### src/rtl/flash_write_responder_pkg.sv
// Shared MSX definitions: responder state encoding and the erased-flash fill byte.
// Latency: n/a (types and constants only).
// Backpressure: n/a.
// The ERASE state exists only when FLASH_ERASE_EN is defined.
package MSX;

`ifdef FLASH_ERASE_EN
  typedef enum logic [2:0] {IDLE, RD, WR, ERASE, DONE} flash_state_t;
`else
  typedef enum logic [2:0] {IDLE, RD, WR, DONE} flash_state_t;
`endif

  // Value held by every byte of a freshly erased flash block.
  localparam logic [7:0] ERASE_FILL = 8'hFF;

endpackage

### src/rtl/flash_erase_counter.sv
// Erase address generator: walks every byte offset of one aligned erase block.
// Latency: the address follows the offset register combinationally; offset steps one per advance.
// Backpressure: steps only on advance and saturates at the last offset instead of wrapping.
// Ports: clear (hold offset at 0), advance (one write acknowledged), block_base (upper
// address bits of the block), addr (current byte address), last (offset is the final one).
module flash_erase_counter #(
  parameter int ADDR_W     = 27,
  parameter int ERASE_BITS = 16
) (
  input  logic                     clk21m,
  input  logic                     reset_n,
  input  logic                     clear,
  input  logic                     advance,
  input  logic [ADDR_W-ERASE_BITS-1:0] block_base,
  output logic [ADDR_W-1:0]        addr,
  output logic                     last
);

  logic [ERASE_BITS-1:0] offset;

  assign last = &offset;
  assign addr = {block_base, offset};

  always_ff @(posedge clk21m or negedge reset_n) begin
    if (!reset_n) begin
      offset <= '0;
    end else if (clear) begin
      offset <= '0;
    end else if (advance && !last) begin
      // Saturate at the last offset so the walk never strays into the next block.
      offset <= offset + 1'b1;
    end
  end

endmodule

### src/rtl/flash_write_responder.sv
// Flash write emulation over a plain byte memory: byte program (NOR AND or overwrite) and block erase.
// Latency: program 4 cycles (overwrite) / 7 cycles (NOR read-modify-write) request to done with zero-wait memory.
// Backpressure: one request at a time; a request while busy (including the DONE cycle) is dropped and flagged on flash_overrun.
// Ports: flash_* is the request side (req/erase/addr/din in; ready/done/overrun out);
// mem_* is a req/ack memory port, request held with stable addr/din/rnw until ack.
// Config macro FLASH_ERASE_EN: defined = real block erase via flash_erase_counter;
// undefined = an erase request completes without touching memory.
module flash_write_responder
  import MSX::*;
#(
  parameter int ADDR_W      = 27,
  parameter int ERASE_BITS  = 16,
  parameter int PROGRAM_AND = 1
) (
  input  logic              clk21m,
  input  logic              reset_n,
  input  logic              flash_req,
  input  logic              flash_erase,
  input  logic [ADDR_W-1:0] flash_addr,
  input  logic [7:0]        flash_din,
  output logic              flash_ready,
  output logic              flash_done,
  output logic              flash_overrun,
  output logic [ADDR_W-1:0] mem_addr,
  output logic [7:0]        mem_din,
  output logic              mem_rnw,
  output logic              mem_req,
  input  logic              mem_ack,
  input  logic [7:0]        mem_dout
);

  flash_state_t      state_q, state_d;
  logic [ADDR_W-1:0] lat_addr;
  logic [7:0]        lat_din;
  logic              lat_erase;
  logic [7:0]        old_q;
  logic [7:0]        wr_data;
  logic              acc;
  logic              launch;
  logic [ADDR_W-1:0] launch_addr;

  // An ack only counts while a request is outstanding; stray acks are ignored.
  assign acc         = mem_req & mem_ack;
  assign flash_ready = (state_q == IDLE);
  assign flash_done  = (state_q == DONE);
  assign wr_data     = lat_erase          ? ERASE_FILL :
                       (PROGRAM_AND != 0) ? (old_q & lat_din) : lat_din;

`ifdef FLASH_ERASE_EN
  logic [ADDR_W-1:0] erase_addr;
  logic              erase_last;

  flash_erase_counter #(
    .ADDR_W     (ADDR_W),
    .ERASE_BITS (ERASE_BITS)
  ) u_erase_counter (
    .clk21m     (clk21m),
    .reset_n    (reset_n),
    .clear      (state_q != ERASE),
    .advance    (acc && (state_q == ERASE)),
    .block_base (lat_addr[ADDR_W-1:ERASE_BITS]),
    .addr       (erase_addr),
    .last       (erase_last)
  );

  // A new access is launched only from a cycle with mem_req low, which also
  // guarantees the idle cycle between back-to-back accesses.
  assign launch      = !mem_req && (state_q inside {RD, WR, ERASE});
  assign launch_addr = (state_q == ERASE) ? erase_addr : lat_addr;
`else
  logic skip_q;

  // Erase without the erase engine passes through WR for two cycles with no
  // memory access, then completes.
  assign launch      = !mem_req && ((state_q == RD) || ((state_q == WR) && !lat_erase));
  assign launch_addr = lat_addr;

  always_ff @(posedge clk21m or negedge reset_n) begin
    if (!reset_n) skip_q <= 1'b0;
    else          skip_q <= (state_q == WR) && lat_erase;
  end
`endif

  always_ff @(posedge clk21m or negedge reset_n) begin
    if (!reset_n) state_q <= IDLE;
    else          state_q <= state_d;
  end

  always_comb begin
    state_d = state_q;
    case (state_q)
      IDLE: begin
        if (flash_req) begin
          if (flash_erase) begin
`ifdef FLASH_ERASE_EN
            state_d = ERASE;
`else
            state_d = WR;
`endif
          end else if (PROGRAM_AND != 0) begin
            state_d = RD;
          end else begin
            state_d = WR;
          end
        end
      end
      RD:    if (acc) state_d = WR;
`ifdef FLASH_ERASE_EN
      WR:    if (acc) state_d = DONE;
      ERASE: if (acc && erase_last) state_d = DONE;
`else
      WR:    if (acc || skip_q) state_d = DONE;
`endif
      DONE:  state_d = IDLE;
      default: state_d = IDLE;
    endcase
  end

  always_ff @(posedge clk21m or negedge reset_n) begin
    if (!reset_n) begin
      lat_addr      <= '0;
      lat_din       <= '0;
      lat_erase     <= 1'b0;
      old_q         <= '0;
      flash_overrun <= 1'b0;
      mem_req       <= 1'b0;
      mem_rnw       <= 1'b1;
      mem_addr      <= '0;
      mem_din       <= '0;
    end else begin
      flash_overrun <= flash_req && !flash_ready;
      if (flash_req && flash_ready) begin
        lat_addr  <= flash_addr;
        lat_din   <= flash_din;
        lat_erase <= flash_erase;
      end
      if (acc) begin
        mem_req <= 1'b0;
        if (state_q == RD) old_q <= mem_dout;
      end else if (launch) begin
        mem_req  <= 1'b1;
        mem_addr <= launch_addr;
        mem_rnw  <= (state_q == RD);
        if (state_q != RD) mem_din <= wr_data;
      end
    end
  end

endmodule

### config.mk
export PLATFORM = sky130hd
export DESIGN_NAME = flash_write_responder
export DESIGN_NICKNAME = d
export VERILOG_FILES = /design/src/rtl/flash_write_responder_pkg.sv /design/src/rtl/flash_erase_counter.sv /design/src/rtl/flash_write_responder.sv
export SDC_FILE = /design/constraint.sdc
export NUM_CORES = 1
export LEC_CHECK = 0
export ABC_AREA = 0
export ABC_CLOCK_PERIOD_IN_PS = 4000
export BUFFER_PORTS_ARGS = -buffer_cell sky130_fd_sc_hd__buf_2
export CAP_MARGIN = 10
export CORE_MARGIN = 5
export CORE_UTILIZATION = 56
export DETAILED_ROUTE_END_ITERATION = 10
export PLACE_DENSITY = 0.84
export SETUP_SLACK_MARGIN = 0.2
export SLEW_MARGIN = 20
export SYNTH_ARGS = -nofsm -noshare
export SYNTH_HDL_FRONTEND = slang
export SYNTH_HIERARCHICAL = 1
export SYNTH_SLANG_ARGS = --single-unit
### constraint.sdc
create_clock -name clk21m -period 4 [get_ports clk21m]
set_clock_uncertainty 0.15 [all_clocks]
set_input_delay 0.4 -clock clk21m [delete_from_list [all_inputs] [get_ports clk21m]]
set_output_delay 0.4 -clock clk21m [all_outputs]
set_load 0.03 [all_outputs]
# ---- After elaboration in Yosys (flattened, before gate mapping)
# Cells that the tools add are included.
# Widths: inputs -> output; s select.
dict set report totals {
  elab_cells 45
  output_inout_bits 40
  ff_bits 86
}
dict set report op_classes {
  bitwise_logic 3
  n_reduce_logical 16
  n_eq_ne 7
  mux 8
}
# operator count
set ops {}
lappend ops {{$mux 3} 3}
lappend ops {{$pmux 3 s3} 1}
lappend ops {{$and 8x8->8} 1}
lappend ops {{$mux 8} 1}
lappend ops {{$eq 3x2->1 const B} 2}
lappend ops {{$reduce_and 3->1} 2}
lappend ops {{$logic_and 1x1->1} 5}
lappend ops {{$ne 2x2->1 const B} 2}
lappend ops {{$reduce_and 2->1} 2}
lappend ops {{$eq 3x1->1 const B} 1}
lappend ops {{$logic_not 1->1} 3}
lappend ops {{$logic_not 3->1} 1}
lappend ops {{$ne 3x1->1 const B} 1}
lappend ops {{$logic_or 1x1->1} 2}
lappend ops {{$mux 1} 2}
lappend ops {{$mux 2} 1}
lappend ops {{$ne 2x1->1 const B} 1}
lappend ops {{$reduce_bool 2->1} 1}
lappend ops {{$and 1x1->1} 1}
lappend ops {{$not 1->1} 1}

# ---- Longest topological paths before layout
# Gate-level depths: netlist of the first run.
dict set report logic_depth {
  word_depth 6
  ltp_mapped 7
  mapped_depth_nobuf 6
}

# ---- Worst setup path before layout of the first run
# Ideal clock, no wire load.
dict set report synth_timing {
  kind {register to register}
  startpoint {reg state_q[0]}
  endpoint {reg lat_addr[0]}
  t_required_ns 3.725
  path_slack_ns 2.129
  t_arrival_ns 1.596
  path_stages_with_launch 6
  setup_time_ns 0.125
  path_buffers 1
  cell_sequence {dfrtp_1 > inv_1 > ha_1 > nand2_2 > buf_2 > mux2_2}
}
dict set report synth_between {
  elab_chain_len 2
}
# element line
set synth_lines {}
lappend synth_lines {{from (decl)} flash_write_responder.sv:32} ;# flash_state_t state_q, state_d;
lappend synth_lines {{from (signal assigned)} flash_write_responder.sv:86} ;# else state_q <= state_d;
lappend synth_lines {{$logic_not 3->1} flash_write_responder.sv:44} ;# assign flash_ready = (state_q == IDLE);
lappend synth_lines {{named net flash_ready} flash_write_responder.sv:21} ;# output logic flash_ready,
lappend synth_lines {{$logic_and 1x1->1} flash_write_responder.sv:132} ;# if (flash_req && flash_ready) begin
lappend synth_lines {{to (signal assigned)} flash_write_responder.sv:133} ;# lat_addr <= flash_addr;
lappend synth_lines {{to (decl)} flash_write_responder.sv:33} ;# logic [ADDR_W-1:0] lat_addr;
# The timed path passes the listed nets, and every way through them passes these cells.
# A chain may end at the register's enable or synchronous reset.

# ---- Worst setup path in the final report of the first run
dict set report layout_timing {
  startpoint {reg state_q[0]}
  endpoint {reg mem_addr[16]}
}
dict set report layout_between {
  elab_chain_len 5
  word_cells_on_any_way 6
  classes_between {eq/ne (2); reduce/logical (4)}
}
# element line
set layout_lines {}
lappend layout_lines {{$eq 3x2->1} flash_write_responder.sv:75} ;# assign launch = !mem_req && ((state_q == RD) || ((state_q == WR) && !lat_erase));
lappend layout_lines {{$logic_and 1x1->1} flash_write_responder.sv:75}
lappend layout_lines {{$logic_or 1x1->1 (*)} flash_write_responder.sv:75}
lappend layout_lines {{$logic_and 1x1->1 (*)} flash_write_responder.sv:75}
lappend layout_lines {{$reduce_and 2->1 (no line) (*)} --}
lappend layout_lines {{to (signal assigned)} flash_write_responder.sv:142} ;# mem_addr <= launch_addr;
lappend layout_lines {{to (decl)} flash_write_responder.sv:24} ;# output logic [ADDR_W-1:0] mem_addr,
# Every way passes the cells marked *; elsewhere a longest branch is shown, timed or not.

==> flow_summary_export.csv, run 1 <==
group,metric,value,unit
die,start_util,57.02,%
setup_path,cp_max_fo,29,
setup_path,slowest_delay,0.82,ns
pwr,total_power,3.703,mW
setup_path,worstPathRequired,4.07,ns
place,io_buffers,87,
setup_path,endpoint_kind,"flip-flop",
finish,antenna_cells,0,
finish,area_delta_synth_final,19.20,%
route,wl_per_cell,15.95,µm
place,hpwl,4319,µm
timing,finalHoldViolCount,84,
outcome,violations,"negative hold slack",
timing,rsz0062_at_grt,"no",
setup_path,crit_buf_inv,1,
global_route,grt-ovfl-total,0,
clock_network,cts_buffer_depth,2,
route,firstDrtPassIters,4,
global_route,grt_max_degree,86,
die,ios,88,
logic_synthesis,syn_avg_cell_area,15.46,µm²
clock_network,tritoncts,"done",
timing,hold_ws,-0.04348,ns
timing,relSlewSlack,30.09,%
route,drc_errors,0,
setup_path,crit_slowest_cell,"o21ai_4",
setup_path,crit_family,"compound AO/OA/AOI/OAI gates",
route,via_per_inst,5.150,
finish,instances_no_fill,386,
timing,worst_pin_slew,1.045,ns
global_route,grt_pass1_vias,2091,
clock_network,cts.sinks,85,
global_route,globalRouteTotalUtil,17.18,%
timing,drv_slew,0,
logic_synthesis,yosysUniqueCellTypes,27,
setup_path,path_cells,"inv_1, ha_1, nor2b_2, o21ai_4, mux2_2",
clock_network,clk_latency,0.33,ns
timing,fmax,0.4046,GHz
logic_synthesis,syn_inst,217,
die,core-area,5886,µm²
hold_path,min_path_type,"input port to async pin",
global_route,antenna_found_initial,0,
setup_path,worstSetupStartpointType,"flip-flop",
outcome,status,"finished with violations",
logic_synthesis,ys_ff_latch,85,
die,die_w,87.41,µm
pwr,power.density,925.7,nW/µm²
setup_path,crit_start,"state_q[0]",
place,gp_congestion,0.7021,
die,die_area,7641,µm²
timing,finalSetupViolations,0,
clock_network,cts_resized,0,
pwr,vdd_ir_drop_max,0.4565,mV
route,ant_nets,0,
logic_synthesis,netlist_area,3356,µm²
logic_synthesis,ys_seq_area_share,63.42,%
die,die_h,87.41,µm
timing,finalCriticalPeriod,2.472,ns
setup_path,path_class,"flip-flop to flip-flop",
pwr,leakage,1.928,nW
finish,fin_nets,360,
finish,layout-drive-gt1-share,58.52,%
finish,num-fill-cells,426,
logic_synthesis,ys_warn_count,6,
clock_network,post_cts_buffers,0,
clock_network,cts-buffers-inserted,9,
route,via_count,1988,
route,routed_wl,6157,µm
setup_path,rr_startpoint,"state_q[0]",
setup_path,arrival,2.54,ns
place,dp.cells,371,
timing,post-route-period-util,61.79,%
logic_synthesis,syn_nets,270,
clock_network,htree_levels,3,
die,row_count,28,
job,maxCapViolCount,0,
route,drtIter0Drc,51,
clock_network,clk_pin_slew,0.08,ns
timing,tns,0,ns
clock_network,holdBufCountCts,0,
global_route,grt_pass1_wl,9956,µm
clock_network,cts_root_buffer,"clkbuf_8",
cell type report:
cell class	instances	area [µm²]	area share, %
clock buffers	10	137.6	3.441
clock inverters	5	27.53	0.6881
inverters	4	15.01	0.3754
multi-input cells	120	1156	28.90
flip-flops and latches	85	2128	53.21
well taps	75	93.84	2.346
repair buffers	87	441.7	11.04
power by group:
group	total, mW	internal [mW]	switching, mW
Sequential	1.56	1.31	0.253
Clock	0.514	0.235	0.280
Combinational	1.63	0.741	0.888
Total	3.70	2.28	1.42
flip-flops by register name, indices dropped and copies added, names as in the netlist:
register       count
skip_q             1
state_q            2
lat_din            8
mem_din            8
mem_req            1
lat_addr          27
flash_overrun      1
old_q              8
mem_addr          27
mem_rnw            1
lat_erase          1
cells by family (layout without fill, tap and decap cells):
logic type                 Yosys count  after routing  synth area share (%)
AOI/OAI and AO/OA                   23             23                 3.878
adders and majority gates            5              5                 1.864
buffers and inverters               12            106                 2.349
DFF                                 85             85                 63.42
muxes                               72             72                 25.06
and+or+nand+nor                     20             20                 3.431
per-stage QoR:
stage / hold WS [ns] / util (%) / setup slack, ns / area, µm²
after floorplan: -0.04559 / - / 2.129 / 3356
after detailed placement: 0.3158 / 65.09 / 1.530 / 3831
after global placement: 0.3040 / 65.09 / 1.648 / 3831
after global routing: 0.01983 / 67.96 / 1.385 / 4000
after CTS: 0.1231 / 67.90 / 1.507 / 3996
final: -0.04348 / 67.96 / 1.529 / 4000
cell usage after synthesis (all sizes together):
cell,instances,area (µm²)
a21oi,18,93.84
nand2,3,13.77
nor2,9,33.78
o21ai,3,18.77
inv,4,15.01
nor3b,1,18.77
a31o,1,8.760
clkbuf,1,3.750
dfstp,1,26.28
mux2,72,840.8
buf,7,60.05
nand3,1,10.01
nor2b,3,21.27
and2,1,6.260
ha,5,62.56
dfrtp,84,2102
nand2b,1,6.260
nor3,1,5.000
a22o,1,8.760
per-layer routing:
layer | GRT usage (%) | wire, µm | up-vias
li1 | - | - | 936
met1 | 21.08 | 2490 | 987
met2 | 29.32 | 3227 | 56
met3 | 2.460 | 338 | 9
met4 | 8.926 | 100 | 0
met5 | 0 | 0 | -
worst paths after layout:
kind | to | slack, ns | depth (start not counted)
max reg2reg | mem_addr[16] | 1.53 | 5
max in group asynchronous | mem_addr[24] | 3.26 | 1
min reg2reg | mem_rnw | 0.33 | 2
min in group clk21m | old_q[6] | 0.14 | 2
max | mem_addr[16] | 1.53 | 5
min | old_q[6] | -0.04 | 1
cell usage in the layout (no fill, tap or decap):
master	Yosys	layout
buf_2	3	86
dfrtp_1	84	84
mux2_2	64	64
a21oi_1	17	17
clkbuf_8	0	10
nor2_1	9	9
mux2_4	8	8
ha_1	5	5
inv_1	4	4
clkinv_2	0	4
nor2b_1	2	2
nand2_1	2	2
o21ai_0	2	2
and2_1	1	1
nor2b_2	1	1
nor3b_4	1	1
a21oi_2	1	1
o21ai_4	0	1
nand2_2	1	1
nand3_2	1	1
nand2b_1	1	1
nor3_1	1	1
a31o_2	1	1
a22o_1	1	1
clkinvlp_4	0	1
buf_6	2	1
dfstp_2	1	1
(Power assumes the default switching activity.)
==> run 2: changes to the inputs <==
--- a/config.mk
+++ b/config.mk
@@ -5,14 +5,14 @@
 export SDC_FILE = /design/constraint.sdc
 export NUM_CORES = 1
 export LEC_CHECK = 0
-export ABC_AREA = 0
-export ABC_CLOCK_PERIOD_IN_PS = 4000
+export ABC_AREA = 1
+export ABC_CLOCK_PERIOD_IN_PS = 2100
 export BUFFER_PORTS_ARGS = -buffer_cell sky130_fd_sc_hd__buf_2
 export CAP_MARGIN = 10
 export CORE_MARGIN = 5
-export CORE_UTILIZATION = 56
+export CORE_UTILIZATION = 47
 export DETAILED_ROUTE_END_ITERATION = 10
-export PLACE_DENSITY = 0.84
+export PLACE_DENSITY = 0.75
 export SETUP_SLACK_MARGIN = 0.2
 export SLEW_MARGIN = 20
 export SYNTH_ARGS = -nofsm -noshare
==> constraint.sdc (replaced) <==
create_clock -name clk21m -period 2.1 [get_ports clk21m]
set_clock_uncertainty 0.15 [all_clocks]
set_input_delay 0.21 -clock clk21m [delete_from_list [all_inputs] [get_ports clk21m]]
set_output_delay 0.21 -clock clk21m [all_outputs]
set_load 0.03 [all_outputs]
==> flow_summary_export.csv, run 2 <==
group,metric,value,unit
die,ios,88,
timing,relSlewSlack,69.62,%
die,row_count,31,
logic_synthesis,yosysMostFrequentCell,"nand2_1",
timing,post-route-period-util,86.26,%
global_route,antenna_found_initial,0,
route,ant_nets,0,
logic_synthesis,synth.area.top_cells,"dfrtp_1, nand2_1, nand3_1",
timing,rsz0062_at_grt,"yes",
logic_synthesis,synth_top_cell_area_share,60.45,%
place,dpl_cell_area,4003,µm²
logic_synthesis,synthTopCellsByCount,"nand2_1, dfrtp_1, nand3_1",
finish,final_cell_mix,"nand2_1, buf_2, dfrtp_1",
global_route,globalRouteTotalUtil,20.48,%
timing,finalSetupViolations,0,
clock_network,cts_root_buffer,"clkbuf_8",
hold_path,min_path_type,"input port to flip-flop",
clock_network,cts_buffer_depth,2,
global_route,grt_pass1_vias,3118,
die,start_util,48.20,%
global_route,grt_max_degree,30,
hold_path,worst_hold_path.num_cells,3,
clock_network,htree_levels,3,
timing,finalCriticalPeriod,1.812,ns
setup_path,worstPathRequired,1.74,ns
setup_path,crit_slowest_cell,"dfrtp_1",
pwr,leakage,2.579,nW
logic_synthesis,ys_seq_area_share,61.21,%
clock_network,cts-buffers-inserted,9,
finish,layout-drive-gt1-share,22.37,%
timing,drv_slew,0,
setup_path,worstSetupStartpointType,"flip-flop",
finish,reg_top3,"lat_addr: 27 flops, mem_addr: 27 flops",
timing,hold_ws,0.009005,ns
timing,worst_pin_slew,0.4557,ns
finish,multiInputGateArea,1187,µm²
setup_path,endpoint_kind,"output port",
route,firstDrtPassIters,5,
place,hpwl,5786,µm
clock_network,post_cts_buffers,0,
logic_synthesis,synth_async_sr_flop_share,100.0,%
setup_path,slowest_delay,0.45,ns
logic_synthesis,syn_avg_cell_area,8.939,µm²
finish,instances_no_fill,622,
setup_path,path_class,"flip-flop to output port",
route,wl_per_cell,14.10,µm
clock_network,cts.sinks,85,
route,via_count,3100,
finish,antenna_cells,0,
global_route,grt_pass1_wl,14470,µm
logic_synthesis,syn_nets,442,
die,die_area,9218,µm²
logic_synthesis,netlist_area,3477,µm²
logic_synthesis,synth_edf_count,0,
clock_network,clk_latency,0.34,ns
pwr,vdd_ir_drop_max,0.6573,mV
clock_network,tritoncts,"done",
route,routed_wl,8769,µm
place,gp_congestion,0.8369,
setup_path,path_cells,"inv_1, ha_2, buf_2",
finish,design_area,4669,µm²
route,via_per_inst,4.984,
global_route,grt-ovfl-total,0,
die,core-area,7214,µm²
outcome,status,"finished clean",
logic_synthesis,ys_warn_count,6,
finish,register_area,2128,µm²
pwr,total_power,7.063,mW
setup_path,arrival,1.45,ns
logic_synthesis,syn_inst,389,
route,drtIter0Drc,192,
logic_synthesis,synthFlopType,"dfrtp_1",
timing,fin_ws,0.2885,ns
clock_network,clk_pin_slew,0.07,ns
timing,finalHoldViolCount,0,
finish,layout_commonest_cell,"nand2_1",
place,dp.cells,563,
finish,fin_nets,572,
route,drc_errors,0,
setup_path,ff2ff_path_depth,6,
timing,fmax,0.5520,GHz
finish,area_delta_synth_final,34.29,%
finish,fin_util,64.72,%
job,maxCapViolCount,0,
pwr,power.density,1513,nW/µm²
logic_synthesis,yosysUniqueCellTypes,16,
setup_path,cp_max_fo,9,
timing,tns,0,ns
finish,num-fill-cells,596,
die,die_h,96.01,µm
place,place_ws,0.1995,ns
die,die_w,96.01,µm
place,io_buffers,87,
logic_synthesis,synth_top_area_cell,"dfrtp_1",
logic_synthesis,ys_ff_latch,85,
-- run 2: changes by cell type after synthesis, moves of 6 or more --
cell and change:
a21oi_1 -8, nor2_1 -7, nand3_1 +69, clkbuf_1 +6, buf_2 +8, mux2_2 -64
o21ai_0 +16, nand2_1 +157, mux2_4 -8, inv_1 +13
-- run 2: logic make-up (layout without fill, tap and decap cells) --
kind of cell               count (synthesis)  after routing  synth area share (%)
DFF                                       85             85                 61.21
and+or+nand+nor                          231            231                 27.49
AOI/OAI and AO/OA                         28             28                 4.354
adders and majority gates                  5              5                 1.799
buffers and inverters                     40            174                 5.146
-- run 2: per-layer routing --
metal / routed length (µm) / GRT usage [%]
met4: 141 / 7.938
met1: 3651 / 26.29
met3: 631 / 3.597
met2: 4344 / 34.45
met5: 0 / 0
-- run 2: path summary, 6_finish.rpt --
path	end	from	slack (ns)
max	flash_ready	state_q[1]	0.29
min	lat_erase	flash_erase	0.009
max reg2reg	mem_req	state_q[1]	0.35
min reg2reg	mem_addr[2]	mem_addr[2]	0.32
max in group asynchronous	old_q[4]	reset_n	0.98
min in group asynchronous	mem_req	reset_n	0.18
-- run 2: power by group --
part	internal (mW)	total (mW)	switching, mW
Combinational	0.946	3.01	2.06
Clock	0.665	1.21	0.548
Sequential	2.38	2.84	0.456
-- run 2: worst max-delay path: cells and delay by family, from the launching register on --
kind                     cells  cell delay, ns
flip-flops                   1            0.45
adder cells (fa/ha/maj)      1            0.30
buffers and inverters        2            0.36
-- run 2: area by class of cell --
class	instances	area share [%]
flip-flops and latches	85	45.58
multi-input cells	264	25.43
repair buffers	141	20.50
clock buffers	11	2.814
well taps	99	2.653
clock inverters	4	1.581
inverters	18	1.447
-- run 2: timing repair --
item                                    4_1_cts  5_1_grt
endpoints found under the hold margin        77        0
resized for setup                             1        4
endpoints found under the setup margin        1       46
hold buffers                                 44        0
pin swaps                                     0        0
cloned                                        0        0
==> run 3: changes to the inputs <==
--- a/config.mk
+++ b/config.mk
@@ -10,9 +10,10 @@
 export BUFFER_PORTS_ARGS = -buffer_cell sky130_fd_sc_hd__buf_2
 export CAP_MARGIN = 10
 export CORE_MARGIN = 5
-export CORE_UTILIZATION = 47
+export CORE_UTILIZATION = 49
+export CTS_BUF_LIST = sky130_fd_sc_hd__clkbuf_4 sky130_fd_sc_hd__clkbuf_8
 export DETAILED_ROUTE_END_ITERATION = 10
-export PLACE_DENSITY = 0.75
+export PLACE_DENSITY = 0.77
 export SETUP_SLACK_MARGIN = 0.2
 export SLEW_MARGIN = 20
 export SYNTH_ARGS = -nofsm -noshare
==> flow_summary_export.csv, run 3 (synthesis gave the netlist of run 2 again) <==
group,metric,value,unit
timing,finalSetupViolations,0,
hold_path,min_path_type,"input port to flip-flop",
finish,fin_nets,572,
pwr,seq_power_share,40.3,%
setup_path,worstPathRequired,1.74,ns
finish,instances_no_fill,620,
global_route,grt_pass1_vias,3037,
finish,design_area,4683,µm²
timing,worst_pin_slew,0.7461,ns
job,maxCapViolCount,0,
pwr,total_power,7.025,mW
pwr,p_sw,3.087,mW
global_route,grt_max_degree,60,
route,routed_wl,8643,µm
pwr,vdd_ir_drop_max,0.7037,mV
finish,layout-drive-gt1-share,22.71,%
clock_network,clk_pin_slew,0.08,ns
place,io_buffers,87,
global_route,globalRouteTotalUtil,20.79,%
die,row_count,30,
outcome,status,"finished clean",
setup_path,crit_buf_inv,2,
timing,tns,0,ns
die,core-area,6869,µm²
route,via_count,3011,
setup_path,rr_startpoint,"state_q[1]",
global_route,grt_pass1_wl,14380,µm
timing,relSlewSlack,50.26,%
finish,final_cell_mix,"nand2_1, buf_2, dfrtp_1",
clock_network,htree_levels,3,
clock_network,cts_root_buffer,"clkbuf_8",
finish,multiInputGateArea,1182,µm²
place,dp.cells,559,
setup_path,slowest_delay,0.44,ns
timing,drv_slew,0,
pwr,leakage,2.576,nW
place,dpl_cell_area,4004,µm²
setup_path,crit_start,"state_q[0]",
pwr,swShare,43.94,%
setup_path,crit_family,"flip-flops",
setup_path,endpoint_kind,"output port",
timing,finalHoldViolCount,0,
die,start_util,50.62,%
setup_path,cp_max_fo,13,
timing,fmax,0.5311,GHz
clock_network,tritoncts,"done",
setup_path,arrival,1.52,ns
timing,post-route-period-util,89.66,%
route,drtIter0Drc,155,
clock_network,post_cts_buffers,0,
die,die_h,94.24,µm
pwr,power.internal,3.938,mW
pwr,power.density,1500,nW/µm²
route,via_per_inst,4.856,
clock_network,clk_latency,0.34,ns
finish,num-fill-cells,547,
global_route,grt-ovfl-total,0,
clock_network,cts_buffer_depth,2,
die,ios,88,
route,firstDrtPassIters,4,
hold_path,hold_start,"flash_erase",
route,drc_errors,0,
global_route,antenna_found_initial,0,
place,hpwl,5487,µm
die,die_w,94.24,µm
clock_network,cts.sinks,85,
finish,antenna_cells,0,
timing,rsz0062_at_grt,"yes",
setup_path,crit_slowest_cell,"dfrtp_1",
place,gp_congestion,0.7969,
finish,area_delta_synth_final,34.69,%
pwr,clockPowerShare,16.9,%
pwr,combinationalPowerShare,42.8,%
setup_path,path_class,"flip-flop to output port",
die,die_area,8881,µm²
route,ant_nets,0,
setup_path,worstSetupStartpointType,"flip-flop",
route,wl_per_cell,13.94,µm
finish,layout_commonest_cell,"nand2_1",
finish,reg_top3,"lat_addr: 27 flops, mem_addr: 27 flops",
timing,finalCriticalPeriod,1.883,ns
setup_path,path_cells,"inv_1, ha_2, buf_2",
finish,register_area,2128,µm²
clock_network,cts-buffers-inserted,9,
==> run 3: worst paths after layout <==
path / endpoint / slack [ns] / depth (start not counted)
setup / recovery: flash_ready / 0.22 / 3
hold / removal: lat_erase / 0.02 / 3
setup reg to reg: mem_req / 0.35 / 7
hold reg to reg: mem_addr[15] / 0.32 / 2
max in group asynchronous: mem_addr[4] / 0.86 / 3
min in group asynchronous: mem_addr[6] / 0.31 / 2
==> run 3: power groups by stage <==
stage / combinational [mW] / clock (mW) / sequential, mW
finish: 3.01 / 1.18 / 2.83
floorplan: 1.58 / 0 / 3.34
detailed placement: 2.92 / 0 / 2.85
global route: 3.36 / 1.28 / 2.93
CTS: 2.99 / 1.20 / 2.83
global placement: 2.83 / 0 / 2.82
==> run 3: per-layer routing <==
metal	share of wire [%]	global-route usage [%]	routed length (µm)
met2	49	34.34	4238
met4	1.6	7.461	137
met5	0	0	0
met3	5.6	3.285	482
met1	44	27.73	3784
==> run 3: stage by stage <==
step / util, % / setup WS, ns / hold WS (ns)
2_1_floorplan: - / 0.3082 / -0.2356
3_3_place_gp: 58.29 / 0.3585 / 0.1691
3_5_place_dp: 58.29 / 0.2244 / 0.1704
4_1_cts: 67.92 / 0.2239 / 0.01717
5_1_grt: 68.18 / 0.1457 / 0.05206
6_report: 68.18 / 0.2171 / 0.02236
==> run 3: repair_timing <==
action                     CTS  global route
hold buffers                45             0
resized for setup            1             4
hold endpoints to repair   101             0
setup endpoints to repair    1            20
==> run 3: tightest hold or removal path: stages <==
cell,delay [ns]
buf_2,0.11
inv_1,0.07
o21ai_0,0.08
==> run 3: layout make-up <==
cell class | count | share of cell area [%]
Multi-Input combinational cell | 264 | 25.25
Inverter | 18 | 1.443
Tap cell | 96 | 2.565
Sequential cell | 85 | 45.44
Clock buffer | 10 | 2.939
Clock inverter | 6 | 1.523
Timing Repair Buffer | 141 | 20.84
